## config.mk

```make
export PLATFORM = sky130hd
export DESIGN_NAME = cache_wb_controller
export DESIGN_NICKNAME = d
export VERILOG_FILES = /design/src/rtl/cache_wb_controller.sv
export SDC_FILE = /design/constraint.sdc
export NUM_CORES = 2
export LEC_CHECK = 0
export ABC_AREA = 1
export BUFFER_PORTS_ARGS = -buffer_cell sky130_fd_sc_hd__buf_2
export CORE_AREA = 2 2 507 509
export CTS_CLUSTER_SIZE = 24
export DETAILED_ROUTE_END_ITERATION = 10
export DIE_AREA = 0 0 509 511
export HOLD_SLACK_MARGIN = 0.08
export PLACE_DENSITY = 0.51
export SETUP_SLACK_MARGIN = 0.05
export SKIP_CTS_REPAIR_TIMING = 1
export SYNTH_ARGS = -nofsm -noshare
export SYNTH_HDL_FRONTEND = slang
export SYNTH_SLANG_ARGS = --single-unit
```

## constraint.sdc

```tcl
create_clock -name clk -period 9.2 [get_ports clk]
set_input_delay 0.92 -clock clk [delete_from_list [all_inputs] [get_ports clk]]
set_output_delay 0.92 -clock clk [all_outputs]
set_load 0.01 [all_outputs]
```

## src/rtl/cache_wb_controller.sv

```systemverilog
// cache_wb_controller: direct-mapped write-back, write-allocate data cache with
// multi-word lines, dirty-victim writeback and a variable-latency memory handshake.
module cache_wb_controller #(
  parameter int NUM_SETS    = 16,
  parameter int BLOCK_WORDS = 4,
  parameter int DATA_WIDTH  = 32,
  parameter int ADDR_WIDTH  = 32
) (
  input  logic                  clk,
  input  logic                  reset,
  input  logic                  re,
  input  logic                  we,
  input  logic [ADDR_WIDTH-1:0] address,
  input  logic [DATA_WIDTH-1:0] writedata,
  output logic [DATA_WIDTH-1:0] readdata,
  output logic                  hit,
  output logic                  miss,
  output logic                  dirty,
  output logic                  stall,
  output logic                  mem_re,
  output logic                  mem_we,
  output logic [ADDR_WIDTH-1:0] mem_addr,
  output logic [DATA_WIDTH-1:0] mem_wdata,
  input  logic [DATA_WIDTH-1:0] mem_rdata,
  input  logic                  mem_ready,
  output logic [31:0]           hit_count,
  output logic [31:0]           miss_count,
  output logic [31:0]           wb_count
);
  localparam int WB  = $clog2(BLOCK_WORDS);
  localparam int WW  = WB > 0 ? WB : 1;
  localparam int OFF = WB + 2;
  localparam int IW  = $clog2(NUM_SETS);
  localparam int TW  = ADDR_WIDTH - OFF - IW;
  typedef enum logic [1:0] {IDLE, WRITEBACK, ALLOCATE} state_t;
  state_t state_q, state_d;
  logic [NUM_SETS-1:0] valid_q, dirty_q;
  logic [TW-1:0] tag_q [NUM_SETS];
  logic [DATA_WIDTH-1:0] data_q [NUM_SETS][BLOCK_WORDS];
  logic [WW-1:0] beat_q, beat_d;
  logic replay_q;
  logic [31:0] hit_count_q, miss_count_q, wb_count_q;
  logic [IW-1:0] idx;
  logic [TW-1:0] req_tag, beat_tag;
  logic [WW-1:0] word;
  logic req, match, last, idle, fill_done;
  assign idx       = address[OFF +: IW];
  assign req_tag   = address[ADDR_WIDTH-1 -: TW];
  assign word      = WW'((address >> 2) & ADDR_WIDTH'(BLOCK_WORDS - 1));
  assign req       = re | we;
  assign match     = valid_q[idx] && tag_q[idx] == req_tag;
  assign last      = beat_q == WW'(BLOCK_WORDS - 1);
  assign idle      = state_q == IDLE;
  assign hit       = idle && req && match;
  assign miss      = idle && req && !match;
  assign dirty     = idle && dirty_q[idx];
  assign stall     = miss || !idle;
  assign readdata  = hit && re && !we ? data_q[idx][word] : '0;
  assign mem_we    = state_q == WRITEBACK;
  assign mem_re    = state_q == ALLOCATE;
  assign fill_done = mem_re && mem_ready && last;
  assign beat_tag  = mem_we ? tag_q[idx] : req_tag;
  assign mem_addr  = idle ? '0 : (ADDR_WIDTH'({beat_tag, idx}) << OFF) | (ADDR_WIDTH'(beat_q) << 2);
  assign mem_wdata = mem_we ? data_q[idx][beat_q] : '0;
  assign hit_count  = hit_count_q;
  assign miss_count = miss_count_q;
  assign wb_count   = wb_count_q;
  always_comb begin
    state_d = state_q;
    beat_d  = beat_q;
    case (state_q)
      IDLE: if (miss) state_d = valid_q[idx] && dirty_q[idx] ? WRITEBACK : ALLOCATE;
      WRITEBACK, ALLOCATE: if (mem_ready) begin
        beat_d  = last ? '0 : beat_q + 1'b1;
        state_d = !last ? state_q : state_q == WRITEBACK ? ALLOCATE : IDLE;
      end
      default: state_d = IDLE;
    endcase
  end
  // replay_q marks the first IDLE cycle after a refill so the re-evaluated hit is not counted
  always_ff @(posedge clk) begin
    if (reset) begin
      state_q      <= IDLE;
      beat_q       <= '0;
      valid_q      <= '0;
      dirty_q      <= '0;
      replay_q     <= 1'b0;
      hit_count_q  <= '0;
      miss_count_q <= '0;
      wb_count_q   <= '0;
    end else begin
      state_q  <= state_d;
      beat_q   <= beat_d;
      replay_q <= fill_done;
      if (hit && !replay_q) hit_count_q <= hit_count_q + 32'd1;
      if (miss) miss_count_q <= miss_count_q + 32'd1;
      if (miss && valid_q[idx] && dirty_q[idx]) wb_count_q <= wb_count_q + 32'd1;
      if (hit && we) dirty_q[idx] <= 1'b1;
      if (fill_done) begin
        valid_q[idx] <= 1'b1;
        dirty_q[idx] <= 1'b0;
      end
    end
  end
  always_ff @(posedge clk) begin
    if (hit && we) data_q[idx][word] <= writedata;
    if (mem_re && mem_ready) data_q[idx][beat_q] <= mem_rdata;
    if (fill_done) tag_q[idx] <= req_tag;
  end
endmodule
```

==> results.md <==
* Warnings from Yosys at 0
* Die span in x at roughly 510 um
* Worst vdd ir at 0.000215 V
* Met3 routed wirelength at ~27000 um
* Multi-input gate area at between 0.02 and 0.025 mm2
* Core area at approximately 0.26 mm2
* Vias in the first global route at between 60k and 70k
* WL final at 340000 um
* Synth top area share at 0.719
* Filler cells at 22.8k
* Net count, final at a little over 8k
* Crit end category: output pin
* Number of buffers created by CTS at 294
* Library cells used by synthesis at 40
* Initial Utilization at 0.398
* P_int at 20.1 mW
* Min-Delay Path Class: in -> reg
* Max-Cap Viols at 0
* Initial antenna violation count at 12
* Post-route ant nets at 0
* Final GP Congestion at ~0.91
* H-tree Lvls at 5
* P_sw at roughly 6.6 mW
* Port Buffer Count at 294
* Synth-to-layout area growth at 16.2%
* Die height at 511 um
* Slew HR at 0.0340
* Largest net degree at the start of global routing at about 150
* Flops & latches, synth at 2565
* RSZ-0062 raised after global routing: false
* HPWL after DPL at ~190000 um
* Min Hold Slack at around 350 ps
* Placed Instances at between 10k and 15k
* Clock sinks at about 2.6k
* Die area at roughly 0.26 mm2
* Wire length on met2 at 158000 um
* Cells after Synth at 7694
* Final Non-Filler Cells at about 12k
* Final hold violation count at 0
* Leading register cell type out of synthesis: edfxtp_1
* Synth top area cells: edfxtp_1, a22oi_1, nand2_1, a21oi_1, dfxtp_1
* DRT met1 WL at around 140000 um
* Commonest cells post-synth: edfxtp_1, nand2_1, a22oi_1, a21oi_1, nor2_1
* Setup TNS at 0 ps
* DR vias at slightly below 70k
* Syn avg cell area at approximately 13 um2
* Top sig layer: met4
* Drt pass-1 iters at 7
* CTS tree: yes
* Slew Viols, Final at 0
* Cell area after synthesis at a little over 0.1 mm2
* Clock Path Buffers at 4
* Clock Power Share at 0.416
* Sequential fraction of the synthesis area at 0.746
* Critical path peak fanout at 37
* Gr ovfl total at 0
* Least-Margin Pin Slew at 1440 ps
* Share of layout cells above drive strength 1 at 0.134
* Largest area contributor in the netlist: edfxtp_1
* Crit path required time at approximately 8300 ps
* Comb power frac at 0.094
* Sequential Area at between 0.07 and 0.08 mm2
* Sw Ratio at 0.246
* Register share of total power at 0.490
* Via density at 5.80
* DRT iter0 DRCs at 8127
* Wire per inst at just under 30 um
* Startpoint Class: primary input
* Placed Area at around 0.11 mm2
* Num rows at about 190
* Crit path DAT at 6090 ps
* Pwr dens at 226 mW/mm2
* Reg clk slew, reported paths at 60 ps
* EDFF count, synth at approximately 2.4k
* Status: complete, no violations
* DRC viols at 0
* Count leader, synth: edfxtp_1
* Ys async rst share at 0
* Shortest period the worst path allows at about 7000 ps
* First-pass GRT wire length at 478000 um
* Setup Viol. Count Final at 0
* Pwr Total at between 20 and 30 mW
* Ports at between 200 and 300
* Pleak at 39.8 nW
* Period Utilization, post-route at 0.762
* Worst-skew pair later-pin latency at a little over 1000 ps
* Final instance area at between 0.1 and 0.15 mm2
* Clk Tree Root Cell: clkbuf_16
* Setup CP Type: in -> out
* Skew final at 128 ps
* Fmax at roughly 140 MHz
* All-Layer GR Usage at 0.255
[registers in the layout, summed over array words and instances (netlist names)]
signal and count:
hit_count 32, miss_count 32, tag_q 384, state_q 2, valid_q 16, dirty_q 16, wb_count 32, data_q 2048
replay_q 1, beat_q 2
[routing by layer]
metal,global-route usage,up-vias
met1,0.353,34700
met4,0.0954,0
li1,-,29700
met3,0.0465,516
met2,0.400,2909
met5,0,-
[cell usage in the layout, fill, tap and decap left out, types with 131 or more instances in the layout]
cell type  instances
buf_2            293
dfxtp_1          131
inv_1            230
nand3_1          134
nand2_1         1604
nor2_1           310
clkbuf_16        302
a21oi_1          608
buf_4            270
edfxtp_1        2432
o21ai_0          165
a22oi_1         1027
[power by group through the flow]
stage          Combinational, mW  Clock, mW  Sequential [mW]
3_3_place_gp                2.44          0             13.3
3_5_place_dp                2.48          0             13.3
2_1_floorplan               1.26          0             13.3
4_1_cts                     2.48       11.2             13.1
6_report                    2.50       11.1             13.1
5_1_grt                     2.67       11.7             13.1
[cell families (layout without fill, tap and decap cells)]
| group | Yosys count | after routing | synth area share |
|---|---|---|---|
| AO/OA/AOI/OAI | 2005 | 2005 | 0.126 |
| buffers and inverters | 726 | 1334 | 0.0284 |
| flip-flops | 2565 | 2565 | 0.746 |
| other | 1 | 11 | 0.0000369 |
| adder cells (fa/ha/maj) | 10 | 10 | 0.00123 |
| XOR/XNOR | 54 | 54 | 0.00466 |
| AND/OR/NAND/NOR | 2333 | 2333 | 0.0941 |
[critical path, cell delays in order]
cell and delay [ps]:
buf_2 150, nand2_4 460, buf_4 710, buf_4 700, buf_4 520, a21oi_1 100
nor4_1 1010, o21ai_0 180, a221oi_1 980, nor2_1 70, buf_2 180
[final timing paths]
kind	cells after the start	start	slack, ps	end
hold / removal	3	mem_ready	350	beat_q[0]
hold reg to reg	2	valid_q[11]	460	valid_q[11]
setup reg to reg	19	tag_q[7][11]	3780	data_q[9][111]
setup / recovery	11	address[7]	2190	readdata[18]
[layout make-up]
| class | instances | area share |
|---|---|---|
| sequential | 2565 | 0.642 |
| inverter | 244 | 0.00810 |
| tap | 3384 | 0.0359 |
| clock inverter | 119 | 0.00869 |
| multi-input combinational | 4404 | 0.204 |
| antenna | 9 | 0.000191 |
| timing repair buffer | 594 | 0.0349 |
| clock buffer | 377 | 0.0669 |
[stage by stage]
| step | utilization | setup slack [ps] |
|---|---|---|
| 6_report | 0.462 | 2190 |
| 3_5_place_dp | 0.427 | 1610 |
| 3_3_place_gp | 0.427 | 1590 |
| 2_1_floorplan | - | 4190 |
| 4_1_cts | 0.462 | 2390 |
| 5_1_grt | 0.462 | 2240 |
(Power assumes the default switching activity.)
